$ cat config.mk
export PLATFORM = sky130hd
export DESIGN_NAME = mem_port_arbiter_flat
export DESIGN_NICKNAME = d
export VERILOG_FILES = /design/src/rtl/mem_port_arbiter_pkg.sv /design/src/rtl/mem_port_arbiter_if.sv /design/src/rtl/arb_wait_counter.sv /design/src/rtl/mem_port_arbiter.sv /design/src/flat_wrapper.sv
export SDC_FILE = /design/constraint.sdc
export NUM_CORES = 1
export LEC_CHECK = 0
export CAP_MARGIN = 20
export CORE_UTILIZATION = 40
export CTS_CLUSTER_DIAMETER = 50
export CTS_CLUSTER_SIZE = 25
export DETAILED_ROUTE_END_ITERATION = 6
export PLACE_DENSITY = 0.74
export SLEW_MARGIN = 20
export SYNTH_ARGS = -nofsm -noshare
export SYNTH_HDL_FRONTEND = slang
export SYNTH_HIERARCHICAL = 1
export SYNTH_SLANG_ARGS = --single-unit
$ cat constraint.sdc
create_clock -name clk -period 2.7 [get_ports clk]
set_input_delay 0.54 -clock clk [delete_from_list [all_inputs] [get_ports clk]]
set_output_delay 0.54 -clock clk [all_outputs]
set_load 0.02 [all_outputs]
$ cat src/rtl/mem_port_arbiter_pkg.sv
// Shared types for the arbiter that multiplexes instruction fetch and data
// accesses onto one single-ported 16-bit memory.
package mem_port_arbiter_pkg;

  localparam int CNT_W = 4;

  typedef enum logic [1:0] {
    ARB_IDLE  = 2'd0,
    ARB_FETCH = 2'd1,
    ARB_DATA  = 2'd2
  } arb_state_e;

  typedef struct packed {
    logic        we;
    logic [15:0] addr;
    logic [15:0] wdata;
  } memreq_t;

  // The memory is word organised; an odd byte address selects its containing word.
  function automatic logic [15:0] word_align(input logic [15:0] addr);
    return addr & 16'hFFFE;
  endfunction

endpackage

$ cat src/rtl/mem_port_arbiter_if.sv
// Requester and memory-side signals of the arbiter; the arbiter takes the
// slave view, the requesters plus memory model take the master view.
interface mem_port_arbiter_if;

  logic        halt_sys;
  logic        if_req;
  logic [15:0] if_addr;
  logic        if_gnt;
  logic        if_valid;
  logic [15:0] if_rdata;
  logic        d_req;
  logic        d_we;
  logic [15:0] d_addr;
  logic [15:0] d_wdata;
  logic        d_gnt;
  logic        d_valid;
  logic [15:0] d_rdata;
  logic        mem_en;
  logic        mem_we;
  logic [15:0] mem_addr;
  logic [15:0] mem_wdata;
  logic [15:0] mem_rdata;
  logic        stall_fetch;
  logic        busy;

  modport master (
    output halt_sys, if_req, if_addr, d_req, d_we, d_addr, d_wdata, mem_rdata,
    input  if_gnt, if_valid, if_rdata, d_gnt, d_valid, d_rdata,
           mem_en, mem_we, mem_addr, mem_wdata, stall_fetch, busy
  );

  modport slave (
    input  halt_sys, if_req, if_addr, d_req, d_we, d_addr, d_wdata, mem_rdata,
    output if_gnt, if_valid, if_rdata, d_gnt, d_valid, d_rdata,
           mem_en, mem_we, mem_addr, mem_wdata, stall_fetch, busy
  );

endinterface

$ cat src/rtl/arb_wait_counter.sv
// Loadable saturating 4-bit counter: DIR=0 counts down to zero, DIR=1 counts
// up to LIMIT; term flags the end value in either direction.
module arb_wait_counter
  import mem_port_arbiter_pkg::*;
#(
  parameter bit               DIR   = 1'b0,
  parameter logic [CNT_W-1:0] LIMIT = '1
) (
  input  logic             clk,
  input  logic             rst,
  input  logic             load,
  input  logic [CNT_W-1:0] load_val,
  input  logic             en,
  output logic             term
);

  logic [CNT_W-1:0] count;

  // NOTE: clocked state uses non-blocking assignments so every flop samples pre-edge values.
  always_ff @(posedge clk or posedge rst) begin
    if (rst) begin
      count <= '0;
    end else if (load) begin
      count <= load_val;
    end else if (en) begin
      if (DIR) begin
        if (count != LIMIT) count <= count + 1'b1;
      end else if (count != '0) begin
        count <= count - 1'b1;
      end
    end
  end

  assign term = DIR ? (count == LIMIT) : (count == '0);

endmodule

$ cat src/rtl/mem_port_arbiter.sv
// Shares one single-ported memory between the fetch port and the data port,
// running each access for WAIT_CYCLES cycles and returning read data.
module mem_port_arbiter
  import mem_port_arbiter_pkg::*;
#(
  parameter int unsigned WAIT_CYCLES  = 1,
  parameter int unsigned STARVE_LIMIT = 4
) (
  input logic              clk,
  input logic              rst,
  mem_port_arbiter_if.slave bus
);

  if (WAIT_CYCLES < 1 || WAIT_CYCLES > 15) begin : g_bad_wait
    $error("mem_port_arbiter: WAIT_CYCLES must be in 1..15");
  end
  if (STARVE_LIMIT < 1 || STARVE_LIMIT > 15) begin : g_bad_starve
    $error("mem_port_arbiter: STARVE_LIMIT must be in 1..15");
  end

  localparam logic [CNT_W-1:0] WAIT_LOAD  = CNT_W'(WAIT_CYCLES - 1);
  localparam logic [CNT_W-1:0] STARVE_MAX = CNT_W'(STARVE_LIMIT);

  arb_state_e state;
  memreq_t    req_q;
  logic       wait_done;
  logic       starve_sat;
  logic       grant_d;
  logic       grant_f;

  // Data wins by default; once STARVE_LIMIT data grants have passed a waiting fetch, fetch wins.
  // NOTE: every always_comb output gets a default first so no path can infer a latch.
  always_comb begin
    grant_d = 1'b0;
    grant_f = 1'b0;
    if (state == ARB_IDLE && !bus.halt_sys) begin
      grant_d = bus.d_req && (!bus.if_req || !starve_sat);
      grant_f = bus.if_req && !grant_d;
    end
  end

  arb_wait_counter #(.DIR(1'b0), .LIMIT('0)) u_wait (
    .clk      (clk),
    .rst      (rst),
    .load     (grant_d | grant_f),
    .load_val (WAIT_LOAD),
    .en       (state != ARB_IDLE),
    .term     (wait_done)
  );

  arb_wait_counter #(.DIR(1'b1), .LIMIT(STARVE_MAX)) u_starve (
    .clk      (clk),
    .rst      (rst),
    .load     (grant_f),
    .load_val ('0),
    .en       (grant_d & bus.if_req),
    .term     (starve_sat)
  );

  always_ff @(posedge clk or posedge rst) begin
    if (rst) begin
      state        <= ARB_IDLE;
      req_q        <= '0;
      bus.if_gnt   <= 1'b0;
      bus.if_valid <= 1'b0;
      bus.if_rdata <= '0;
      bus.d_gnt    <= 1'b0;
      bus.d_valid  <= 1'b0;
      bus.d_rdata  <= '0;
      bus.mem_en   <= 1'b0;
      bus.mem_we   <= 1'b0;
      bus.busy     <= 1'b0;
    end else begin
      bus.if_gnt   <= 1'b0;
      bus.d_gnt    <= 1'b0;
      bus.if_valid <= 1'b0;
      bus.d_valid  <= 1'b0;
      case (state)
        ARB_IDLE: begin
          if (grant_d) begin
            state      <= ARB_DATA;
            req_q      <= '{we: bus.d_we, addr: word_align(bus.d_addr), wdata: bus.d_wdata};
            bus.d_gnt  <= 1'b1;
            bus.mem_en <= 1'b1;
            bus.mem_we <= bus.d_we;
            bus.busy   <= 1'b1;
          end else if (grant_f) begin
            state      <= ARB_FETCH;
            req_q      <= '{we: 1'b0, addr: word_align(bus.if_addr), wdata: '0};
            bus.if_gnt <= 1'b1;
            bus.mem_en <= 1'b1;
            bus.mem_we <= 1'b0;
            bus.busy   <= 1'b1;
          end
        end
        ARB_FETCH: begin
          if (wait_done) begin
            state        <= ARB_IDLE;
            bus.if_rdata <= bus.mem_rdata;
            bus.if_valid <= 1'b1;
            bus.mem_en   <= 1'b0;
            bus.busy     <= 1'b0;
          end
        end
        ARB_DATA: begin
          // The strobe drops together with the valid pulse, so a store reports done only after its write.
          if (wait_done) begin
            state       <= ARB_IDLE;
            if (!req_q.we) bus.d_rdata <= bus.mem_rdata;
            bus.d_valid <= 1'b1;
            bus.mem_en  <= 1'b0;
            bus.mem_we  <= 1'b0;
            bus.busy    <= 1'b0;
          end
        end
        default: begin
          state      <= ARB_IDLE;
          bus.mem_en <= 1'b0;
          bus.mem_we <= 1'b0;
          bus.busy   <= 1'b0;
        end
      endcase
    end
  end

  assign bus.mem_addr    = req_q.addr;
  assign bus.mem_wdata   = req_q.wdata;
  assign bus.stall_fetch = bus.if_req & ~bus.if_valid;

endmodule

$ cat src/flat_wrapper.sv
// flat-port wrapper written by rule: the top's interface ports become plain ports
module mem_port_arbiter_flat import mem_port_arbiter_pkg::*;
#(
  parameter int unsigned WAIT_CYCLES  = 1,
  parameter int unsigned STARVE_LIMIT = 4
)
  (clk, rst, bus_halt_sys, bus_if_req, bus_if_addr, bus_d_req, bus_d_we, bus_d_addr, bus_d_wdata, bus_mem_rdata, bus_if_gnt, bus_if_valid, bus_if_rdata, bus_d_gnt, bus_d_valid, bus_d_rdata, bus_mem_en, bus_mem_we, bus_mem_addr, bus_mem_wdata, bus_stall_fetch, bus_busy);
  mem_port_arbiter_if bus_i ();
  input logic clk;
  input logic rst;
  input wire logic [$bits(bus_i.halt_sys)-1:0] bus_halt_sys;
  input wire logic [$bits(bus_i.if_req)-1:0] bus_if_req;
  input wire logic [$bits(bus_i.if_addr)-1:0] bus_if_addr;
  input wire logic [$bits(bus_i.d_req)-1:0] bus_d_req;
  input wire logic [$bits(bus_i.d_we)-1:0] bus_d_we;
  input wire logic [$bits(bus_i.d_addr)-1:0] bus_d_addr;
  input wire logic [$bits(bus_i.d_wdata)-1:0] bus_d_wdata;
  input wire logic [$bits(bus_i.mem_rdata)-1:0] bus_mem_rdata;
  output wire logic [$bits(bus_i.if_gnt)-1:0] bus_if_gnt;
  output wire logic [$bits(bus_i.if_valid)-1:0] bus_if_valid;
  output wire logic [$bits(bus_i.if_rdata)-1:0] bus_if_rdata;
  output wire logic [$bits(bus_i.d_gnt)-1:0] bus_d_gnt;
  output wire logic [$bits(bus_i.d_valid)-1:0] bus_d_valid;
  output wire logic [$bits(bus_i.d_rdata)-1:0] bus_d_rdata;
  output wire logic [$bits(bus_i.mem_en)-1:0] bus_mem_en;
  output wire logic [$bits(bus_i.mem_we)-1:0] bus_mem_we;
  output wire logic [$bits(bus_i.mem_addr)-1:0] bus_mem_addr;
  output wire logic [$bits(bus_i.mem_wdata)-1:0] bus_mem_wdata;
  output wire logic [$bits(bus_i.stall_fetch)-1:0] bus_stall_fetch;
  output wire logic [$bits(bus_i.busy)-1:0] bus_busy;
  assign bus_i.halt_sys = bus_halt_sys;
  assign bus_i.if_req = bus_if_req;
  assign bus_i.if_addr = bus_if_addr;
  assign bus_i.d_req = bus_d_req;
  assign bus_i.d_we = bus_d_we;
  assign bus_i.d_addr = bus_d_addr;
  assign bus_i.d_wdata = bus_d_wdata;
  assign bus_i.mem_rdata = bus_mem_rdata;
  assign bus_if_gnt = bus_i.if_gnt;
  assign bus_if_valid = bus_i.if_valid;
  assign bus_if_rdata = bus_i.if_rdata;
  assign bus_d_gnt = bus_i.d_gnt;
  assign bus_d_valid = bus_i.d_valid;
  assign bus_d_rdata = bus_i.d_rdata;
  assign bus_mem_en = bus_i.mem_en;
  assign bus_mem_we = bus_i.mem_we;
  assign bus_mem_addr = bus_i.mem_addr;
  assign bus_mem_wdata = bus_i.mem_wdata;
  assign bus_stall_fetch = bus_i.stall_fetch;
  assign bus_busy = bus_i.busy;
  mem_port_arbiter #(.WAIT_CYCLES(WAIT_CYCLES), .STARVE_LIMIT(STARVE_LIMIT)) u_core (.clk(clk), .rst(rst), .bus(bus_i));
endmodule
==> results of run 1 <==
layout by cell type (no fill, tap or decap), types with 2 or more instances in the layout:
cell type,instances
clkdlybuf4s50_1,138
inv_1,14
nor3_1,2
o31a_1,2
o21ai_2,3
buf_4,5
nor2_1,4
dfrtp_1,80
ha_1,6
buf_12,2
nand2_2,3
mux2_2,32
inv_6,3
nand2b_1,3
conb_1,9
mux2i_1,15
o22a_1,2
a21oi_1,10
clkinvlp_4,2
o21ai_1,21
bufinv_16,2
clkbuf_8,9
nand2_1,51
o21ai_0,13
nor2b_1,5
layer usage:
metal  share of wire [%]  track usage [%]
met1                  39             19.6
met3                  11             7.24
met2                  49             30.7
met5                   0                0
met4                 1.4             5.66
metrics by stage:
step	utilization, %	area [um^2]	hold WS (ps)	instances
6_report	57.3	5270	442	571
5_1_grt	57.3	5270	461	571
4_1_cts	57.3	5270	433	571
3_5_place_dp	54.9	5050	495	555
3_3_place_gp	54.9	5050	486	555
2_1_floorplan	-	3810	306	347
area by class of cell:
type / instances / area [um^2]
Clock inverter: 7 / 101
Clock buffer: 9 / 124
Tap cell: 111 / 139
Fill cell: 804 / 3930
Multi-Input combinational cell: 203 / 1380
Sequential cell: 80 / 2000
Timing Repair Buffer: 145 / 1460
Inverter: 16 / 62.6
path summary, 6_finish.rpt:
kind / start / end / depth (start not counted)
worst max-delay path: bus_if_req / bus_stall_fetch / 3
worst min-delay path: rst / u_core/u_wait/count[3]$_DFFE_PP0P_ / 2
worst max register to register: u_core/u_wait/count[0]$_DFFE_PP0P_ / u_core/bus.d_rdata[14]$_DFFE_PP0P_ / 8
worst min register to register: u_core/bus.d_rdata[9]$_DFFE_PP0P_ / u_core/bus.d_rdata[9]$_DFFE_PP0P_ / 1
max in group asynchronous: rst / u_core/bus.d_rdata[11]$_DFFE_PP0P_ / 3
min in group clk: u_core/bus.d_rdata[9]$_DFFE_PP0P_ / u_core/bus.d_rdata[9]$_DFFE_PP0P_ / 1
worst reg2reg max path, delay by kind of cell (launching register included):
kind | cells | cell delay, ps
mux | 1 | 300
fa+ha+maj | 1 | 200
flops | 1 | 380
simple gates | 3 | 640
buf+inv | 3 | 420
flip-flops by register name (all words and copies together), names as in the netlist:
signal,cells
u_core/u_wait/count,4
u_core/bus.mem_addr,15
u_core/bus.mem_we,1
u_core/req_q,1
u_core/u_starve/count,4
u_core/bus.busy,1
u_core/state,2
u_core/bus.if_rdata,16
u_core/bus.d_rdata,16
u_core/bus.if_gnt,1
u_core/bus.if_valid,1
u_core/bus.d_gnt,1
u_core/bus.mem_wdata,16
u_core/bus.d_valid,1
where the power goes:
group | total (uW) | switching [uW] | internal, uW
Clock | 998 | 467 | 531
Sequential | 2090 | 322 | 1770
Combinational | 3010 | 1490 | 1520
Total | 6100 | 2280 | 3820
logic make-up after synthesis:
group | synth area share (%)
adders and majority gates | 1.98
and+or+nand+nor | 11.0
DFF | 52.9
muxes | 13.5
other | 0.0991
AOI/OAI and AO/OA | 9.23
buffers and inverters | 11.3
synthesized netlist by cell type, types with 2 or more instances:
library cell,instances,area (um^2)
buf_2,5,25.0
ha_1,6,75.1
o21ai_1,21,105
mux2i_1,15,150
nand2b_1,3,18.8
buf_4,34,255
o31a_1,2,17.5
a21oi_1,10,50.1
o21ai_2,3,26.3
inv_1,15,56.3
nor3_1,2,10.0
o22a_1,2,17.5
clkbuf_2,2,10.0
nand2_2,3,18.8
nand2_1,51,191
dfrtp_1,80,2000
mux2_2,32,360
o21ai_0,13,65.1
nor2_1,4,15.0
buf_6,5,56.3
nor2b_1,5,31.3
==> impl_results.md, run 1 <==
- HPWL after DPL: 6050 um
- Fin crit share: 85.2%
- Congestion Overflow GR: 0
- Post-CTS Resized: 0
- Post-DRT Antenna Nets: 0
- Power per cell area: 1160 nW/um^2
- Clock skew: 12.0 ps
- I/O Pins: 142
- CTS Root Cell: clkbuf_8
- Die ar.: 9850 um^2
- Clk_lat worst skew: 350 ps
- Setup CP Type: in -> out
- First-pass GRT wire length: 13600 um
- Worst reg2reg setup slack: 640 ps
- Largest net degree at the start of global routing: 39
- Clock tree buffer depth: 2
- FP Rows: 35
- H-tree Lvls: 3
- Post-synth EDFFs: 0
- Worst Path Required: 2160 ps
- Slowest cell delay on critical path: 600 ps
- Setup_tns: 0 ps
- Startpoint Class: input pin
- Number of synthesized register bits: 80
- Min-delay worst type: in -> async
- Global placement routability congestion: 0.797
- RSZ-0062 raised after global routing: false
- CP max FO: 2
- Status: completed
- Layout area overhead: 39.3%
- Die X: 99.3 um
- Buf+Inv Stages, Crit Path: 2
- Post-CTS setup buffer count: 0
- Nets: 531
- # setup viols final: 0
- Setup WS post-layout: 400 ps
- CTS Hold Bufs: 0
- YS warnings: 6
- Number of max-cap violations: 0
- Critical path arrival: 1760 ps
- Crit path max-delay family: buffers and inverters
- Placeable Area: 9200 um^2
- F_max: 435 MHz
- Max-slew headroom: 60.4%
- Initial antenna violation count: 0
- Post-synth ARST share: 100%
- Initial core utilization: 41.1%
- CTS tree: done
- Drt wl/cell: 14.6 um
- Lkg Pwr: 0.00235 uW
- DRT iter0 DRCs: 113
- Synth cell types: 47
- Fraction of layout cells with a size suffix above 1: 15.7%
- Drt via density: 4.85
- Worst-path cell chain: clkdlybuf4s50_1 -> nor2b_1 -> clkdlybuf4s50_1
- CTS buffer count: 9
- CTS sink cnt: 80
- Slew @ Worst Pin: 594 ps
- Clock slew at reported path FFs: 90 ps
- Vert. Die Dim: 99.3 um
- DR vias: 2770
- Final wirelength: 8310 um
- Most used DFF post-synth: dfrtp_1
- GRT Overall Usage: 17.6%
- Vias in the first global route: 2902
- Slowest-stage cell, CP: clkdlybuf4s50_1
- Peak supply drop: 0.685 mV
- Post-synthesis sequential area ratio: 52.9%
- ANT cells: 0
- Tmin final: 2300 ps
- Pins Over Slew Limit: 0
- Input/output buffers: 138
- Mean Syn Cell Area: 11.2 um^2
- Drt drc: 0
- CP most frequent cell: clkdlybuf4s50_1
- Pre-CTS setup slack: 383 ps
- Fin. Hold Viols: 0
- Cell Area, Synth: 3780 um^2
- Worst Setup End Kind: primary output
- Pwr Total: 6100 uW
- Gate Count Post-Synth: 339
- Pre-antenna DRT Iters: 5
Power figures use the tool's default switching activity.
==> run 2, diff against run 1 <==
- CORE_MARGIN: default -> 4
==> run 2 against run 1 <==
Net effect:
- setup slack better by 0.58 ps
- cell count is 3.2% higher
- hold slack better by 28 ps
- via count decreased by 0.76%
- maximum frequency about the same
- register-to-register slack hardly changed
- critical endpoint unchanged
==> impl_results.md, run 2 (synthesis gave the netlist of run 1 again) <==
- Die ar.: 11100 um^2 (+12%)
- Lkg Pwr: 0.00235 uW (about the same)
- Setup WS post-layout: 400 ps (+0.578 ps)
- Clock tree buffer depth: 2 (unchanged)
- Post-CTS Resized: 0 (unchanged)
- Clock skew: 11.8 ps (-0.240 ps)
- Initial core utilization: 40.9% (-0.19 points)
- Pre-CTS setup slack: 379 ps (-3.17 ps)
- Met2 Use GR: 25.1% (-5.6 points)
- Worst Setup End Kind: primary output
- Finished Core Util: 57.1% (-0.20 points)
- ANT cells: 0 (unchanged)
- CP max FO: 2 (unchanged)
- Initial antenna violation count: 0 (unchanged)
- Met1 usage: 18.9% (-0.65 points)
- Nets: 531 (unchanged)
- Vias in the first global route: 2889 (-0.45%)
- Pre-antenna DRT Iters: 6 (+1)
- Commonest non-fill, non-tap cell in the layout: clkdlybuf4s50_1
- HPWL after DPL: 6260 um (+3.5%)
- Fraction of layout cells with a size suffix above 1: 15.7% (unchanged)
- Placeable Area: 9240 um^2 (+0.48%)
- Slew @ Worst Pin: 572 ps (-21.5 ps)
- Post-CTS setup buffer count: 0 (unchanged)
- I/O Pins: 142 (unchanged)
- Status: completed
- Number of max-cap violations: 0 (unchanged)
- DR vias: 2749 (-0.76%)
- Critical path arrival: 1760 ps (about the same)
- FP Rows: 35 (unchanged)
- Largest net degree at the start of global routing: 49 (+26%)
- CTS buffer count: 9 (unchanged)
- Most frequent cells in the layout: clkdlybuf4s50_1, dfrtp_1, nand2_1
- Final wirelength: 8610 um (+3.6%)
- F_max: 435 MHz (about the same)
- Min-delay worst type: in -> async
- Drt drc: 0 (unchanged)
- Worst Path Required: 2160 ps (about the same)
- CTS tree: done
- Max-slew headroom: 61.8% (+1.4 points)
- Drt wl/cell: 14.6 um (+0.43%)
- Fin crit share: 85.2% (about the same)
- CP most frequent cell: clkdlybuf4s50_1
- DRT iter0 DRCs: 76 (-33%)
- Pins Over Slew Limit: 0 (unchanged)
- H-tree Lvls: 3 (unchanged)
- Setup CP Type: in -> out
- Met3 Use GR: 9.06% (+1.8 points)
- Post-DRT Antenna Nets: 0 (unchanged)
- Setup_tns: 0 ps (unchanged)
- Congestion Overflow GR: 0 (unchanged)
- Die X: 105 um (+6.0%)
- Input/output buffers: 138 (unchanged)
- Worst-path cell chain: clkdlybuf4s50_1 -> nor2b_1 -> clkdlybuf4s50_1
- Clk_lat worst skew: 350 ps (about the same)
- Vert. Die Dim: 105 um (+6.0%)
- Clk pwr share: 15.4% (-1.0 points)
- Global placement routability congestion: 0.739 (-7.2%)
- # setup viols final: 0 (unchanged)
- Switching Fraction: 38.1% (+0.67 points)
- GRT Overall Usage: 16.0% (-1.6 points)
- CTS Root Cell: clkbuf_8
- Clock slew at reported path FFs: 90 ps (about the same)
- Gate power share: 50.0% (+0.7 points)
- Pint: 3740 uW (-2.1%)
- P_sw: 2300 uW (+0.68%)
- Peak supply drop: 0.709 mV (+3.4%)
- Slowest-stage cell, CP: clkdlybuf4s50_1
- Sequential power share: 34.6% (+0.3 points)
- Startpoint Class: input pin
- Power per cell area: 1140 nW/um^2 (-1.2%)
- First-pass GRT wire length: 14200 um (+4.5%)
- Slowest cell delay on critical path: 620 ps (+20 ps)
- Layout area overhead: 39.5%
- Drt via density: 4.67 (-3.8%)
- Tmin final: 2300 ps (-0.578 ps)
- Busiest layer in global routing: met2
- CTS sink cnt: 80 (unchanged)
- CTS Hold Bufs: 0 (unchanged)
- Fin. Hold Viols: 0 (unchanged)
- RSZ-0062 raised after global routing: false
## run 2: cell type report
type / count / area [um^2]
multi-input combinational: 203 / 1380
inverter: 16 / 62.6
fill: 787 / 3960
clock buffer: 9 / 124
tap: 129 / 161
clock inverter: 7 / 85.1
timing repair buffer: 145 / 1460
sequential: 80 / 2000
## run 2: stage by stage
stage	hold slack [ps]	power [uW]	instances	cell area [um^2]
2_1_floorplan	306	4100	347	3810
3_3_place_gp	486	5060	573	5070
3_5_place_dp	492	5150	573	5070
4_1_cts	455	6120	589	5280
5_1_grt	450	6450	589	5280
6_report	470	6030	589	5280
## run 2: final timing paths
kind / start / slack, ps / cells after the start / to
max reg2reg: u_core/u_wait/count[0]$_DFFE_PP0P_ / 630 / 8 / u_core/bus.d_rdata[8]$_DFFE_PP0P_
min in group clk: u_core/bus.d_rdata[6]$_DFFE_PP0P_ / 510 / 1 / u_core/bus.d_rdata[6]$_DFFE_PP0P_
min: rst / 470 / 2 / u_core/u_starve/count[0]$_DFFE_PP0P_
min reg2reg: u_core/bus.d_rdata[6]$_DFFE_PP0P_ / 510 / 1 / u_core/bus.d_rdata[6]$_DFFE_PP0P_
max: bus_if_req / 400 / 3 / bus_stall_fetch
max in group asynchronous: rst / 1410 / 3 / u_core/bus.mem_we$_DFFE_PP0P_
## run 2: layer usage
| layer | part of all wire (%) | vias up |
|---|---|---|
| met2 | 47 | 103 |
| met5 | 0 | - |
| met1 | 41 | 1308 |
| met4 | 0.80 | 0 |
| li1 | - | 1332 |
| met3 | 11 | 6 |
## run 2: power by group through the flow
stage / Clock, uW / Sequential [uW] / Combinational (uW)
4_1_cts: 971 / 2090 / 3050
6_report: 928 / 2090 / 3020
3_5_place_dp: 0 / 2110 / 3040
3_3_place_gp: 0 / 2070 / 2980
5_1_grt: 1030 / 2170 / 3250
2_1_floorplan: 0 / 2390 / 1710
## run 2: critical path: cells and delay by family
kind,cells,cell delay (ps)
buffers and inverters,2,1090
and+or+nand+nor,1,130
==> run 3, diff against run 2 <==
- CORE_MARGIN: 4 -> 3
- CORE_UTILIZATION: 40 -> 44
- PLACE_DENSITY: 0.74 -> 0.8
==> run 3 against run 2 <==
Net effect:
- combinational power about the same
- cell area fell by 0.78%
- first-iteration DRC count decreased by 25%
==> impl_results.md, run 3 (synthesis gave the netlist of run 1 again) <==
- Startpoint Class: input pin
- Clk_lat worst skew: 340 ps (about the same)
- Nets: 530 (-0.19%)
- CTS tree: done
- H-tree Lvls: 3 (unchanged)
- FP Rows: 33 (-5.7%)
- Dpl cell area: 5030 um^2 (-0.74%)
- Post-DRT Antenna Nets: 0 (unchanged)
- Clock skew: 9.30 ps (-2.46 ps)
- Multi-input logic area: 1380 um^2 (unchanged)
- Drt drc: 0 (unchanged)
- Fill count: 667 (-15%)
- Number of max-cap violations: 0 (unchanged)
- Final wirelength: 8080 um (-6.2%)
- Layout area overhead: 38.4%
- Congestion Overflow GR: 0 (unchanged)
- Initial core utilization: 45.6% (+4.6 points)
- DR vias: 2713 (-1.3%)
- Min-delay worst type: in -> async
- CTS sink cnt: 80 (unchanged)
- Fin crit share: 84.7% (-0.51 points)
- Post-CTS setup buffer count: 0 (unchanged)
- Fin. Hold Viols: 0 (unchanged)
- Power per cell area: 1140 nW/um^2 (-0.21%)
- CTS Root Cell: clkbuf_8
- Vert. Die Dim: 98.7 um (-6.2%)
- Input/output buffers: 138 (unchanged)
- GRT Overall Usage: 17.3% (+1.3 points)
- Slew @ Worst Pin: 557 ps (-14.8 ps)
- First-pass GRT wire length: 13700 um (-3.5%)
- Vias in the first global route: 2841 (-1.7%)
- # setup viols final: 0 (unchanged)
- Peak supply drop: 0.681 mV (-3.9%)
- Worst Path Required: 2160 ps (about the same)
- Max-slew headroom: 62.8% (+0.99 points)
- I/O Pins: 142 (unchanged)
- Die X: 98.7 um (-6.2%)
- CTS buffer count: 9 (unchanged)
- Setup_tns: 0 ps (unchanged)
- Status: completed
- Placeable Area: 8300 um^2 (-10%)
- Drt wl/cell: 14.3 um (-2.1%)
- CP max FO: 2 (unchanged)
- ANT cells: 0 (unchanged)
- Register area: 2000 um^2 (unchanged)
- Critical path arrival: 1750 ps (about the same)
- Min Hold Slack: 478 ps (+7.92 ps)
- Global placement routability congestion: 0.822 (+11%)
- Lkg Pwr: 0.00234 uW (-0.47%)
- CTS Hold Bufs: 0 (unchanged)
- F_max: 437 MHz (+0.60%)
- Clock tree buffer depth: 2 (unchanged)
- HPWL after DPL: 5900 um (-5.7%)
- Fraction of layout cells with a size suffix above 1: 15.3% (-0.40 points)
- Most frequent cells in the layout: clkdlybuf4s50_1, dfrtp_1, nand2_1
- Setup CP Type: in -> out
- Die ar.: 9750 um^2 (-12%)
- Final instance area: 5240 um^2 (-0.78%)
- Commonest non-fill, non-tap cell in the layout: clkdlybuf4s50_1
- Drt via density: 4.81 (+3.1%)
- Post-CTS Resized: 0 (unchanged)
- Tmin final: 2290 ps (-13.7 ps)
- Largest net degree at the start of global routing: 49 (unchanged)
- Pre-antenna DRT Iters: 4 (-2)
- Pwr Total: 5970 uW (-0.99%)
- Clock slew at reported path FFs: 80 ps (about the same)
- RSZ-0062 raised after global routing: false
- Worst Setup End Kind: primary output
- Initial antenna violation count: 0 (unchanged)
- DRT iter0 DRCs: 57 (-25%)
- Pins Over Slew Limit: 0 (unchanged)
-- run 3: changes by cell type in the layout (fill, tap and decap cells not counted) --
cell	delta
buf_4	-1
clkbuf_1	+1
clkbuf_8	+1
clkinvlp_4	+1
inv_6	-2
inv_8	-1
-- run 3: cell type report --
class,instances,share of cell area [%]
timing repair buffer,144,27.7
inverter,16,1.19
multi-input combinational,203,26.4
sequential,80,38.2
clock buffer,11,2.70
tap,105,2.51
clock inverter,5,1.22
-- run 3: layer usage --
layer | part of all wire (%) | global-route usage [%] | up-vias
met5 | 0 | 0 | -
met4 | 0.46 | 3.15 | 0
met3 | 10 | 8.28 | 4
met2 | 47 | 27.9 | 102
met1 | 42 | 21.5 | 1284
li1 | - | - | 1323
-- run 3: path summary, 6_finish.rpt --
path                                                    startpoint                                  to  slack (ps)  cells after the start
worst max-delay path                                    bus_if_req                     bus_stall_fetch         410                      3
worst min-delay path                                           rst  u_core/u_wait/count[3]$_DFFE_PP0P_         480                      2
worst max register to register  u_core/u_wait/count[0]$_DFFE_PP0P_  u_core/bus.d_rdata[14]$_DFFE_PP0P_         600                      8
worst min register to register   u_core/bus.d_rdata[3]$_DFFE_PP0P_   u_core/bus.d_rdata[3]$_DFFE_PP0P_         510                      1
max in group asynchronous                                      rst  u_core/bus.mem_addr[5]$_DFFE_PP0P_        1400                      3
min in group clk                 u_core/bus.d_rdata[3]$_DFFE_PP0P_   u_core/bus.d_rdata[3]$_DFFE_PP0P_         510                      1
-- run 3: through the flow --
| step | setup slack (ps) | std cells | utilization (%) |
|---|---|---|---|
| global route | 357 | 564 | 63.1 |
| finish | 414 | 564 | 63.1 |
| CTS | 405 | 564 | 63.1 |
| floorplan | 335 | 347 | - |
| global placement | 412 | 548 | 60.6 |
| detailed placement | 408 | 548 | 60.6 |
-- run 3: worst max-delay path: stages --
cell             delay (ps)
clkdlybuf4s50_1         470
nor2b_1                 120
clkdlybuf4s50_1         610
-- run 3: power by group --
part	leakage, uW	switching (uW)	internal [uW]
combinational	0.00126	1470	1510
clock	0.000100	435	460
sequential	0.000978	321	1770
total	0.00234	2230	3750
